## src/rtl/if_stage_pkg.sv

```systemverilog
// Shared pipeline definitions used by the fetch stage and its consumers.
package if_stage_pkg;

    localparam logic [31:0] NOP_INSTR = 32'h0000_0013;  // addi x0,x0,0

    typedef struct packed {
        logic [31:0] pc;
        logic [31:0] instr;
    } if_id_flow_t;

endpackage

```

## src/rtl/if_stage_fetch_queue.sv

```systemverilog
// Synchronous circular FIFO with flush; pop_data always shows the head entry.
module fetch_queue #(
    parameter int DEPTH = 2,
    parameter int WIDTH = 32
) (
    input  logic                         clk,
    input  logic                         reset,
    input  logic                         flush,
    input  logic                         push,
    input  logic [WIDTH-1:0]             push_data,
    input  logic                         pop,
    output logic [WIDTH-1:0]             pop_data,
    output logic [$clog2(DEPTH+1)-1:0]   count,
    output logic                         full,
    output logic                         empty
);
    localparam int PW = (DEPTH > 1) ? $clog2(DEPTH) : 1;
    localparam int CW = $clog2(DEPTH + 1);

    logic [WIDTH-1:0] mem [DEPTH];
    logic [PW-1:0]    rd_ptr;
    logic [PW-1:0]    wr_ptr;
    logic             do_push;
    logic             do_pop;

    function automatic logic [PW-1:0] incr(input logic [PW-1:0] p);
        return (p == PW'(DEPTH - 1)) ? '0 : p + PW'(1);
    endfunction

    assign empty    = (count == '0);
    assign full     = (count == CW'(DEPTH));
    assign do_pop   = pop && !empty;
    // A full queue can still take a push when the head leaves the same cycle.
    assign do_push  = push && (!full || do_pop);
    assign pop_data = mem[rd_ptr];

    always_ff @(posedge clk) begin
        if (reset || flush) begin
            rd_ptr <= '0;
            wr_ptr <= '0;
            count  <= '0;
        end else begin
            if (do_push) wr_ptr <= incr(wr_ptr);
            if (do_pop)  rd_ptr <= incr(rd_ptr);
            if (do_push && !do_pop)      count <= count + CW'(1);
            else if (do_pop && !do_push) count <= count - CW'(1);
        end
    end

    always_ff @(posedge clk) begin
        if (do_push && !reset && !flush) mem[wr_ptr] <= push_data;
    end

endmodule

```

## src/rtl/if_stage.sv

```systemverilog
// Instruction-fetch stage: PC owner, credit-limited imem requester and in-order fetch queue.
module if_stage
    import if_stage_pkg::*;
#(
    parameter logic [31:0] RESET_PC    = 32'h0000_0000,
    parameter int          QUEUE_DEPTH = 2
) (
    input  logic        clk,
    input  logic        reset,
    output logic        imem_req_valid,
    input  logic        imem_req_ready,
    output logic [31:0] imem_addr,
    input  logic        imem_resp_valid,
    input  logic [31:0] imem_resp_data,
    input  logic        stall,
    input  logic        redirect_valid,
    input  logic [31:0] redirect_pc,
    output if_id_flow_t outflow,
    output logic        out_valid
);
    localparam int CW  = $clog2(QUEUE_DEPTH + 1);
    localparam int CW1 = CW + 1;

    logic [31:0]   pc;
    logic [CW-1:0] drop_cnt;
    logic [CW-1:0] tag_count;
    logic [CW-1:0] q_count;
    logic [31:0]   tag_pc;
    logic          tag_full;
    logic          tag_empty;
    logic          q_full;
    logic          q_empty;
    if_id_flow_t   q_head;
    if_id_flow_t   q_in;
    logic [CW:0]   credits_used;
    logic          fire;
    logic          resp_take;
    logic          q_push;
    logic          q_pop;
    logic [CW-1:0] resp_dec;

    assign credits_used   = {1'b0, q_count} + {1'b0, tag_count};
    assign imem_req_valid = !reset && !redirect_valid && (credits_used < CW1'(QUEUE_DEPTH));
    assign imem_addr      = pc;
    assign fire           = imem_req_valid && imem_req_ready;

    assign resp_take = imem_resp_valid && !tag_empty;
    assign resp_dec  = resp_take ? CW'(1) : '0;
    assign q_push    = resp_take && (drop_cnt == '0) && !redirect_valid;
    assign q_pop     = !q_empty && !stall && !redirect_valid;
    assign q_in      = '{pc: tag_pc, instr: imem_resp_data};

    assign out_valid = !q_empty;
    assign outflow   = q_empty ? '{pc: 32'h0, instr: NOP_INSTR} : q_head;

    always_ff @(posedge clk) begin
        if (reset) begin
            pc       <= RESET_PC;
            drop_cnt <= '0;
        end else if (redirect_valid) begin
            pc       <= redirect_pc & ~32'h3;
            // Nothing issues this cycle, so what remains in flight is the tag count minus today's response.
            drop_cnt <= tag_count - resp_dec;
        end else begin
            if (fire) pc <= pc + 32'd4;
            if (resp_take && (drop_cnt != '0)) drop_cnt <= drop_cnt - CW'(1);
        end
    end

    // Tags are never flushed on redirect: dropped responses still have to retire them.
    fetch_queue #(.DEPTH(QUEUE_DEPTH), .WIDTH(32)) u_tag_fifo (
        .clk       (clk),
        .reset     (reset),
        .flush     (1'b0),
        .push      (fire),
        .push_data (pc),
        .pop       (resp_take),
        .pop_data  (tag_pc),
        .count     (tag_count),
        .full      (tag_full),
        .empty     (tag_empty)
    );

    fetch_queue #(.DEPTH(QUEUE_DEPTH), .WIDTH($bits(if_id_flow_t))) u_fetch_q (
        .clk       (clk),
        .reset     (reset),
        .flush     (redirect_valid),
        .push      (q_push),
        .push_data (q_in),
        .pop       (q_pop),
        .pop_data  (q_head),
        .count     (q_count),
        .full      (q_full),
        .empty     (q_empty)
    );

    a_no_q_overflow:   assert property (@(posedge clk) disable iff (reset) !(q_push && q_full && !q_pop));
    a_no_tag_overflow: assert property (@(posedge clk) disable iff (reset) !(fire && tag_full));

endmodule
```

## config.mk

```make
export PLATFORM = sky130hd
export DESIGN_NAME = if_stage
export DESIGN_NICKNAME = d
export VERILOG_FILES = /design/src/rtl/if_stage_pkg.sv /design/src/rtl/if_stage_fetch_queue.sv /design/src/rtl/if_stage.sv
export SDC_FILE = /design/constraint.sdc
export NUM_CORES = 1
export LEC_CHECK = 0
export ABC_CLOCK_PERIOD_IN_PS = 6550
export BUFFER_PORTS_ARGS = -buffer_cell sky130_fd_sc_hd__buf_2
export CAP_MARGIN = 30
export CORE_UTILIZATION = 50
export CTS_CLUSTER_DIAMETER = 30
export DETAILED_ROUTE_END_ITERATION = 10
export PLACE_DENSITY = 0.84
export RECOVER_POWER = 50
export SYNTH_ARGS = -nofsm -noshare
export SYNTH_HDL_FRONTEND = slang
export SYNTH_SLANG_ARGS = --single-unit
```

## constraint.sdc

```tcl
create_clock -name clk -period 6.55 [get_ports clk]
set_clock_uncertainty 0.1 [all_clocks]
set_input_delay 1.31 -clock clk [delete_from_list [all_inputs] [get_ports clk]]
set_output_delay 1.31 -clock clk [all_outputs]
set_load 0.05 [all_outputs]
```

# Word-level counts from Yosys, hierarchy flattened
# Memory sizes are Yosys's and may differ from the RTL's. A register that Yosys moved wholly into a read port is not among the register bits.
# Index checks and enable logic that the tools add are counted.
[op_classes] n_addsub=12 n_lt_le_gt_ge=1 n_eq_ne=2 n_mux=22 n_reduce_logical=43
[ops] operator="32-bit 2-to-1 mux" count=2
[ops] operator="64-bit 2-to-1 mux" count=1
[ops] operator="32-bit by 3-bit adder with 32-bit output, second input constant" count=1
[ops] operator="1-bit logical AND" count=20
[ops] operator="1-bit 2-to-1 mux" count=13
[ops] operator="2-bit 2-to-1 mux" count=6
[ops] operator="1-bit zero test" count=11
[ops] operator="2-bit nonzero test" count=5
[ops] operator="2-bit zero test" count=3
[ops] operator="2-bit by 1-bit subtractor with 2-bit output, second input constant" count=3
[ops] operator="1-bit adder, second input constant" count=4
[ops] operator="2-bit by 1-bit adder with 2-bit output, second input constant" count=2
[ops] operator="2-bit == test, second input constant" count=2
[ops] operator="2-bit by 2-bit adder with 3-bit output" count=1
[ops] operator="1-bit logical OR" count=3
[ops] operator="3-bit by 2-bit < comparator with 1-bit output, second input constant" count=1
[ops] operator="2-bit OR reduction" count=1
[ops] operator="2-bit by 1-bit subtractor with 2-bit output" count=1
[totals] register_bits=42 ram_bits=192 in_bits=70 wordCells=91 n_memories=2
[mem_list] name="u_fetch_q.mem" depth=2 width=64 read_ports=1 rd_ports_with_merged_regs=1 write_ports=1 line_no="if_stage_fetch_queue.sv:20" rtl="logic [WIDTH-1:0] mem [DEPTH];"
[mem_list] name="u_tag_fifo.mem" depth=2 width=32 read_ports=1 rd_ports_with_merged_regs=1 write_ports=1 line_no="if_stage_fetch_queue.sv:20"

# Logic depth before layout (Yosys ltp)
# Gate-level depths: netlist (run 1).
[logic_depth] ltp_word=11 ltp_mapped=11 ltp_nobuf=9

# Modules after synthesis
# From an unflattened synthesis (run 1), not the netlist that was laid out.
[hier_totals] cells_unflattened=673 hier_area_um2=9900.7
[modules_own_cells] mod="fetch_queue (u_fetch_q)" n_inst=1 cells_per_inst=225 area_per_inst_um2=4870.9 seq_area_each_um2=3943.8
[modules_own_cells] mod="fetch_queue (u_tag_fifo)" n_inst=1 cells_per_inst=126 area_per_inst_um2=2565.0 seq_area_each_um2=2021.9
[modules_own_cells] mod="if_stage" n_inst=1 cells_per_inst=322 area_per_inst_um2=2464.9 seq_area_each_um2=640.6

# Worst setup path before layout (run 1)
# Ideal clock, no wire load.
[synth_path] path_kind="input to register" start="in imem_resp_valid" end="mem u_fetch_q.mem[1][0] (netlist name) (enable)" setup_ns=0.571 arrival_time_ns=6.353 path_slack_ns=-0.474 cell_stages=4 path_cell_list="o21ai_0 > inv_1 > o2111ai_1 > nor3b_1"
[synth_via] elab_chain_len=8
[synth_rtl] item="start, declared" line_no="if_stage.sv:13" rtl="input logic imem_resp_valid,"
[synth_rtl] item="1-bit logical AND" line_no="if_stage.sv:47" rtl="assign resp_take = imem_resp_valid && !tag_empty;"
[synth_rtl] item="1-bit logical AND (2 in series)" line_no="if_stage.sv:49" rtl="assign q_push = resp_take && (drop_cnt == '0) && !redirect_valid;"
[synth_rtl] item="1-bit logical AND" line_no="if_stage_fetch_queue.sv:34" rtl="assign do_push = push && (!full || do_pop);"
[synth_rtl] item="1-bit logical AND (2 in series)" line_no="if_stage_fetch_queue.sv:51" rtl="if (do_push && !reset && !flush) mem[wr_ptr] <= push_data;"
[synth_rtl] item="1-bit 2-to-1 mux" line_no="if_stage_fetch_queue.sv:51"
[synth_rtl] item="1-bit 2-to-1 mux (not written as such)" line_no="if_stage_fetch_queue.sv:51"
[synth_rtl] item="end, declared" line_no="if_stage_fetch_queue.sv:20"
# Every way passes these cells.

# Worst setup path in the final report (run 1)
[layout_path] start="in reset" end="out imem_req_valid"
[layout_via] elab_chain_len=3
[layout_rtl] item="start, declared" line_no="if_stage.sv:9" rtl="input logic reset,"
[layout_rtl] item="1-bit zero test" line_no="if_stage.sv:43" rtl="assign imem_req_valid = !reset && !redirect_valid && (credits_used < CW1'(QUEUE_DEPTH));"
[layout_rtl] item="1-bit logical AND (2 in series)" line_no="if_stage.sv:43"
[layout_rtl] item="end, declared" line_no="if_stage.sv:10" rtl="output logic imem_req_valid,"
# Every way passes these cells.

==> results of run 1 <==
placed cells by master, fill, tap and decap left out, drive strengths merged:
master	netlist	routed
edfxtp	184	184
buf	14	125
nor2	98	98
clkbuf	21	93
mux2i	67	67
dfxtp	42	42
mux2	31	31
xor2	28	28
nand2	27	27
clkinv	1	17
nand4	16	16
a211oi	15	15
a21oi	14	14
inv	7	13
nand3	12	12
and2	8	8
a31oi	6	6
xnor2	6	6
nor4	6	6
ha	5	5
and3	5	5
o22ai	4	4
conb	1	4
nor3b	4	4
o21ai	3	3
or3	3	3
nor3	3	3
or2	2	2
a2bb2oi	2	2
clkinvlp	0	2
or3b	1	1
o2111ai	1	1
nor4b	1	1
o211ai	1	1
fa	1	1
bufinv	0	1
flip-flops by register name, summed over array words and instances, names as in the netlist, named ones only:
register,cells
drop_cnt,2
u_fetch_q.rd_ptr,1
u_tag_fifo.wr_ptr,1
u_tag_fifo.mem,60
u_fetch_q.wr_ptr,1
u_fetch_q.count,2
u_tag_fifo.count,2
imem_addr,30
u_tag_fifo.rd_ptr,1
u_fetch_q.mem,124
worst min-delay path by stage:
| stage | slack (ns) | to | from | cells after the start |
|---|---|---|---|---|
| 2_1_floorplan | 0.37 | register | u_tag_fifo.rd_ptr | 2 |
| 5_1_grt | 0.45 | u_tag_fifo.mem[1][29] | imem_addr[29] | 0 |
| 3_5_place_dp | 0.39 | u_tag_fifo.rd_ptr | u_tag_fifo.rd_ptr | 2 |
| 3_3_place_gp | 0.38 | register | u_fetch_q.rd_ptr | 2 |
| 4_1_cts | 0.41 | u_tag_fifo.rd_ptr | u_tag_fifo.rd_ptr | 2 |
| 6_report | 0.40 | u_tag_fifo.rd_ptr | u_tag_fifo.rd_ptr | 2 |
power groups by stage:
stage	clock network (mW)	logic [mW]	registers, mW
2_1_floorplan	0	0.388	1.77
3_3_place_gp	0	0.546	1.75
3_5_place_dp	0	0.558	1.75
4_1_cts	1.89	0.562	1.72
5_1_grt	1.95	0.585	1.73
6_report	1.86	0.538	1.73
per-stage QoR:
step                cell area [um2]  worst slack [ns]  util (%)  power [mW]
global placement              10200              2.44      56.9        2.29
CTS                           11500              2.45      64.1        4.18
finish                        11400              1.55      63.5        4.13
detailed placement            10200              2.47      57.1        2.31
global route                  11400              1.27      63.5        4.27
floorplan                      9160              1.70         -        2.16
worst register-to-register path: stages (launching register included):
cell      delay, ns
dfxtp_1        0.46
and2_0         0.20
fa_1           0.45
or3b_1         0.53
nor4_1         1.22
nand4_1        0.25
xor2_1         0.25
a211oi_2       0.09
cell usage after synthesis (all sizes together):
| cell type | instances |
|---|---|
| nor4b | 1 |
| and3 | 5 |
| a31oi | 6 |
| or3 | 3 |
| or3b | 1 |
| and2 | 8 |
| nand2 | 27 |
| xor2 | 28 |
| mux2i | 67 |
| fa | 1 |
| nor2 | 98 |
| inv | 7 |
| a2bb2oi | 2 |
| edfxtp | 184 |
| a211oi | 15 |
| or2 | 2 |
| nor3 | 3 |
| o2111ai | 1 |
| clkinv | 1 |
| o22ai | 4 |
| o211ai | 1 |
| xnor2 | 6 |
| nor4 | 6 |
| dfxtp | 42 |
| mux2 | 31 |
| ha | 5 |
| conb | 1 |
| nand3 | 12 |
| o21ai | 3 |
| a21oi | 14 |
| nand4 | 16 |
| buf | 14 |
| clkbuf | 21 |
| nor3b | 4 |
routing by layer:
metal	track usage (%)	up-vias
li1	-	2732
met1	25.0	2692
met2	31.7	183
met3	4.41	28
met4	7.69	0
met5	0	-
cell families (layout without fill, tap and decap cells):
logic type,count (synthesis),in the layout
flops,226,226
buf+inv,43,251
fa+ha+maj,6,6
other cells,1,4
simple gates,186,186
mux,98,98
xor+xnor,34,34
compound gates,46,46
layout make-up:
cell class / instances / area [um2]
Clock buffer: 47 / 1040
Tap cell: 229 / 287
Fill cell: 1341 / 6530
Timing Repair Buffer: 171 / 836
Sequential cell: 226 / 6370
Multi-Input combinational cell: 374 / 2600
Inverter: 8 / 30.0
Clock inverter: 25 / 209
==> metrics.txt, run 1 <==
final cell count without fillers=~1,100; Yosys top cell area share=~60%; fmax=about 200 MHz; synth-to-layout area growth=24.5%; Reg power frac=41.8%; Max Fanout on Critical Path=40; diode count=0; root buffer cell=clkbuf_16; Via Count=between 5,000 and 6,000; measured slew at the worst slew-check pin=between 1.5 and 2 ns; die width=137 um; syn_area_per_cell=between 10 and 15 um2; CP Class=input port to output pin; metal2 WL=8.75 mm; RSZ-0062 raised after global routing=false; Slew Limit Fails=85; Yosys reg bits=between 200 and 250; initial antenna violation count=0; cells on worst reg2reg path=7; top-level port count=about 170; xor and xnor area share after synthesis=under 10%; internal power=roughly 3.0 mW; cell taking the most area after synthesis=edfxtp_1; Startpoint Class=input port; top cells by area, synth=edfxtp_1 60%, dfxtp_1 9.2%, mux2i_1 7.3%; Die Span Y=between 100 and 150 um; post-CTS setup buffers=0; worst hold slack=between 0.4 and 0.5 ns; gp weighted congestion=0.835; cell family with most CP delay=buffers and inverters; Layout Nets=897; IO Port Bufs=roughly 160; die area=approximately 19,000 um2; initial core utilization=between 50% and 60%; wire length per cell=16.6 um; Combinational Power Share=approximately an eighth; largest family of logic cells by synthesized area=multiplexers; # H-tree levels=2; num rows=about 50; part of the Yosys area used for sequential elements=roughly 70%; Worst R2R Setup Slack=~2.8 ns; insertion delay to the later sink of the worst-skew pair=between 0.5 and 0.6 ns; Net Sw Frac=27.0%; CP bufs+invs=2; Longest Clk Path Bufs=3; global-route wire length before repair=between 20 and 30 mm; Synth Area in Simple Gates=9.62%; GRT Residual Overflow=0; Synth Warn #=0; CTS Sinks=about 230; Remaining DRCs=0; Metal-1 WL=approximately 7.8 mm; DP HPWL=approximately 11 mm; Synth cell types=43; type of the worst min-delay path=register to register; DR top layer=met4; CP max stage delay=1.40 ns; CP required=5.14 ns; metal3 WL=roughly 1.0 mm; failing checks=max-capacitance violations, max-slew violations; post_cts resized=0; pin count of the biggest net entering global routing=63; crit path capture=imem_req_valid; Critical R2R Capture=imem_addr[22]; Max Cap Violations=2; share of layout cells above drive strength 1=24.2%; starting DRC count in detailed routing=around 360; mux cell area share after synthesis=11.2%; GRT Util Overall=between 10% and 20%; Clk pwr share=between 40% and 50%; Crit. Startpoint=reset; Net Sw Power=about 1.1 mW; Final Critical Period=roughly 5.0 ns; Post-DRT Antenna Nets=0; RR Startpoint=u_fetch_q.count[0]; vias in the first global route=5,499; # setup viols final=0; Placed Cells=slightly above 1,000; status=finished with violations; 1st-pass router iterations=4; critical path cell sequence=clkbuf_1 -> or2_0 -> nor3_1 -> buf_2; Adder-Cell Fraction of Synth Area=less than 1%; critical-path cell with the highest stage delay=clkbuf_1; Core ar.=around 18,000 um2; setup_tns=0 ns; leak pwr=a little over 4 nW; Worst path depth=4; Post-Route WL=17.9 mm; CP Data Arrival Time=between 3 and 4 ns; Peak VDD IR=around 0.3 mV; vias per cell=5.22; CP Capture Type=output pin; Mapped Area=between 9000 and 10,000 um2; Worst-path clk slew=0.05 ns; P per Cell Area=about 360 nW/um2; number of hold violations in the final report=0; cts bufs inserted=40; period utilisation layout=76.4%; Post-CTS Hold Buffers=0; Max transition margin=-32.9%; Mapped Cells=640; Synth Area in Compound Gates=3.27%; CTS tree=built
Note: power is estimated with default switching activity, not from simulation.
==> run 2, diff against run 1 <==
--- a/config.mk
+++ b/config.mk
@@ -5,13 +5,13 @@
 export SDC_FILE = /design/constraint.sdc
 export NUM_CORES = 1
 export LEC_CHECK = 0
-export ABC_CLOCK_PERIOD_IN_PS = 6550
+export ABC_CLOCK_PERIOD_IN_PS = 5200
 export BUFFER_PORTS_ARGS = -buffer_cell sky130_fd_sc_hd__buf_2
 export CAP_MARGIN = 30
-export CORE_UTILIZATION = 50
+export CORE_UTILIZATION = 51
 export CTS_CLUSTER_DIAMETER = 30
 export DETAILED_ROUTE_END_ITERATION = 10
-export PLACE_DENSITY = 0.84
+export PLACE_DENSITY = 0.82
 export RECOVER_POWER = 50
 export SYNTH_ARGS = -nofsm -noshare
 export SYNTH_HDL_FRONTEND = slang
==> constraint.sdc (replaced) <==
create_clock -name clk -period 5.2 [get_ports clk]
set_clock_uncertainty 0.1 [all_clocks]
set_input_delay 1.04 -clock clk [delete_from_list [all_inputs] [get_ports clk]]
set_output_delay 1.04 -clock clk [all_outputs]
set_load 0.05 [all_outputs]
==> metrics.txt, run 2 (synthesis gave the netlist of run 1 again) <==
Reg with most FFs=u_fetch_q.mem; Net Sw Power=1.35 mW; type of the worst min-delay path=register to register; RSZ-0062 raised after global routing=false; final cell count without fillers=roughly 1,100; status=finished with violations; P per Cell Area=approximately 450 nW/um2; Longest Clk Path Bufs=3; number of hold violations in the final report=0; share of layout cells above drive strength 1=about a quarter; Layout Utilization=around 65%; max reg flops=124; DP HPWL=11.7 mm; Post-DRT Antenna Nets=0; synth-to-layout area growth=24.5%; GRT Residual Overflow=0; CP Capture Type=register; fin worst setup slack=between 1 and 1.5 ns; CTS Sinks=about 230; Clk pwr share=44.4%; vias in the first global route=5,740; internal power=3.81 mW; top-level port count=around 170; Core ar.=about 17,000 um2; num rows=48; Worst-path clk slew=roughly 0.05 ns; Max Cap Violations=2; Layout Nets=roughly 900; CTS tree=built; Slew Limit Fails=42; Combinational Power Share=between 10% and 20%; die area=around 18,000 um2; Startpoint Class=input port; Tot Pwr=5.16 mW; leak pwr=between 4 and 5 nW; period utilisation layout=between 70% and 80%; Via Count=between 5,000 and 6,000; Net Sw Frac=between 20% and 30%; diode count=0; CP Data Arrival Time=approximately 3.8 ns; initial antenna violation count=0; Max transition margin=-33.0%; post_cts resized=0; Placed Cells=between 1,000 and 1,500; Final Critical Period=between 3 and 4 ns; pin count of the biggest net entering global routing=slightly above 60; Setup WS pre-CTS=approximately 1.6 ns; GRT Util Overall=about a fifth; failing checks=max-capacitance violations, max-slew violations; gp weighted congestion=around 0.83; Post-CTS Hold Buffers=0; commonest non-fill, non-tap cells in the layout=184 x edfxtp_1, 119 x buf_2, 97 x nor2_1; wire length per cell=17.4 um; IO Port Bufs=around 160; global-route wire length before repair=between 20 and 30 mm; vias per cell=between 5 and 6; CP Class=input port to register; Die Span Y=about 140 um; starting DRC count in detailed routing=about 280; post-CTS setup buffers=0; 1st-pass router iterations=5; cts bufs inserted=37; initial core utilization=52.4%; fmax=~260 MHz; insertion delay to the later sink of the worst-skew pair=approximately 0.5 ns; Reg power frac=between 40% and 50%; root buffer cell=clkbuf_16; setup_tns=0 ns; Remaining DRCs=0; measured slew at the worst slew-check pin=between 1.5 and 2 ns; Peak VDD IR=0.304 mV; # H-tree levels=2; Post-Route WL=about 19 mm; die width=around 140 um; # setup viols final=0; CP required=5.25 ns; most common cell after layout, fill and taps aside=edfxtp_1; Max Fanout on Critical Path=52
==> run 2: final cells by class <==
class / count / area (um2)
inverters: 8 / 30.0
multi-input cells: 374 / 2600
repair buffers: 172 / 881
clock buffers: 45 / 1030
well taps: 225 / 282
flip-flops and latches: 226 / 6370
fillers: 1319 / 6050
clock inverters: 20 / 180
==> run 2: power by group through the flow <==
stage | clock [mW] | sequential, mW | combinational (mW)
after global routing | 2.41 | 2.17 | 0.762
after global placement | 0 | 2.19 | 0.703
after CTS | 2.34 | 2.16 | 0.737
after floorplan | 0 | 2.24 | 0.489
after detailed placement | 0 | 2.19 | 0.729
final | 2.29 | 2.16 | 0.708
==> run 2: path summary, 6_finish.rpt <==
kind,from,to,slack [ns],cells past startpoint
setup / recovery,redirect_valid,u_fetch_q.mem[0][26],1.42,5
hold / removal,u_fetch_q.rd_ptr,register,0.42,2
hold reg to reg,u_fetch_q.rd_ptr,register,0.42,2
setup reg to reg,u_fetch_q.count[0],u_tag_fifo.mem[1][23],1.63,7
==> run 2: per-stage QoR <==
stage / cell area, um2 / hold WS (ns)
2_1_floorplan: 9160 / 0.372
3_3_place_gp: 10200 / 0.387
3_5_place_dp: 10300 / 0.399
4_1_cts: 11500 / 0.417
5_1_grt: 11400 / 0.434
6_report: 11400 / 0.418
==> run 2: routing by layer <==
layer | vias up | wire [um] | global-route usage, % | share of wire [%]
li1 | 2723 | - | - | -
met1 | 2757 | 7730 | 26.1 | 42
met2 | 226 | 8940 | 34.0 | 48
met3 | 48 | 1330 | 5.56 | 7.1
met4 | 0 | 573 | 8.30 | 3.1
met5 | - | 0 | 0 | 0
==> run 2: worst max-delay path: stages <==
cell	delay, ns
clkbuf_1	0.40
clkinv_1	0.16
o2111ai_1	0.24
nor3_1	1.55
buf_12	0.39
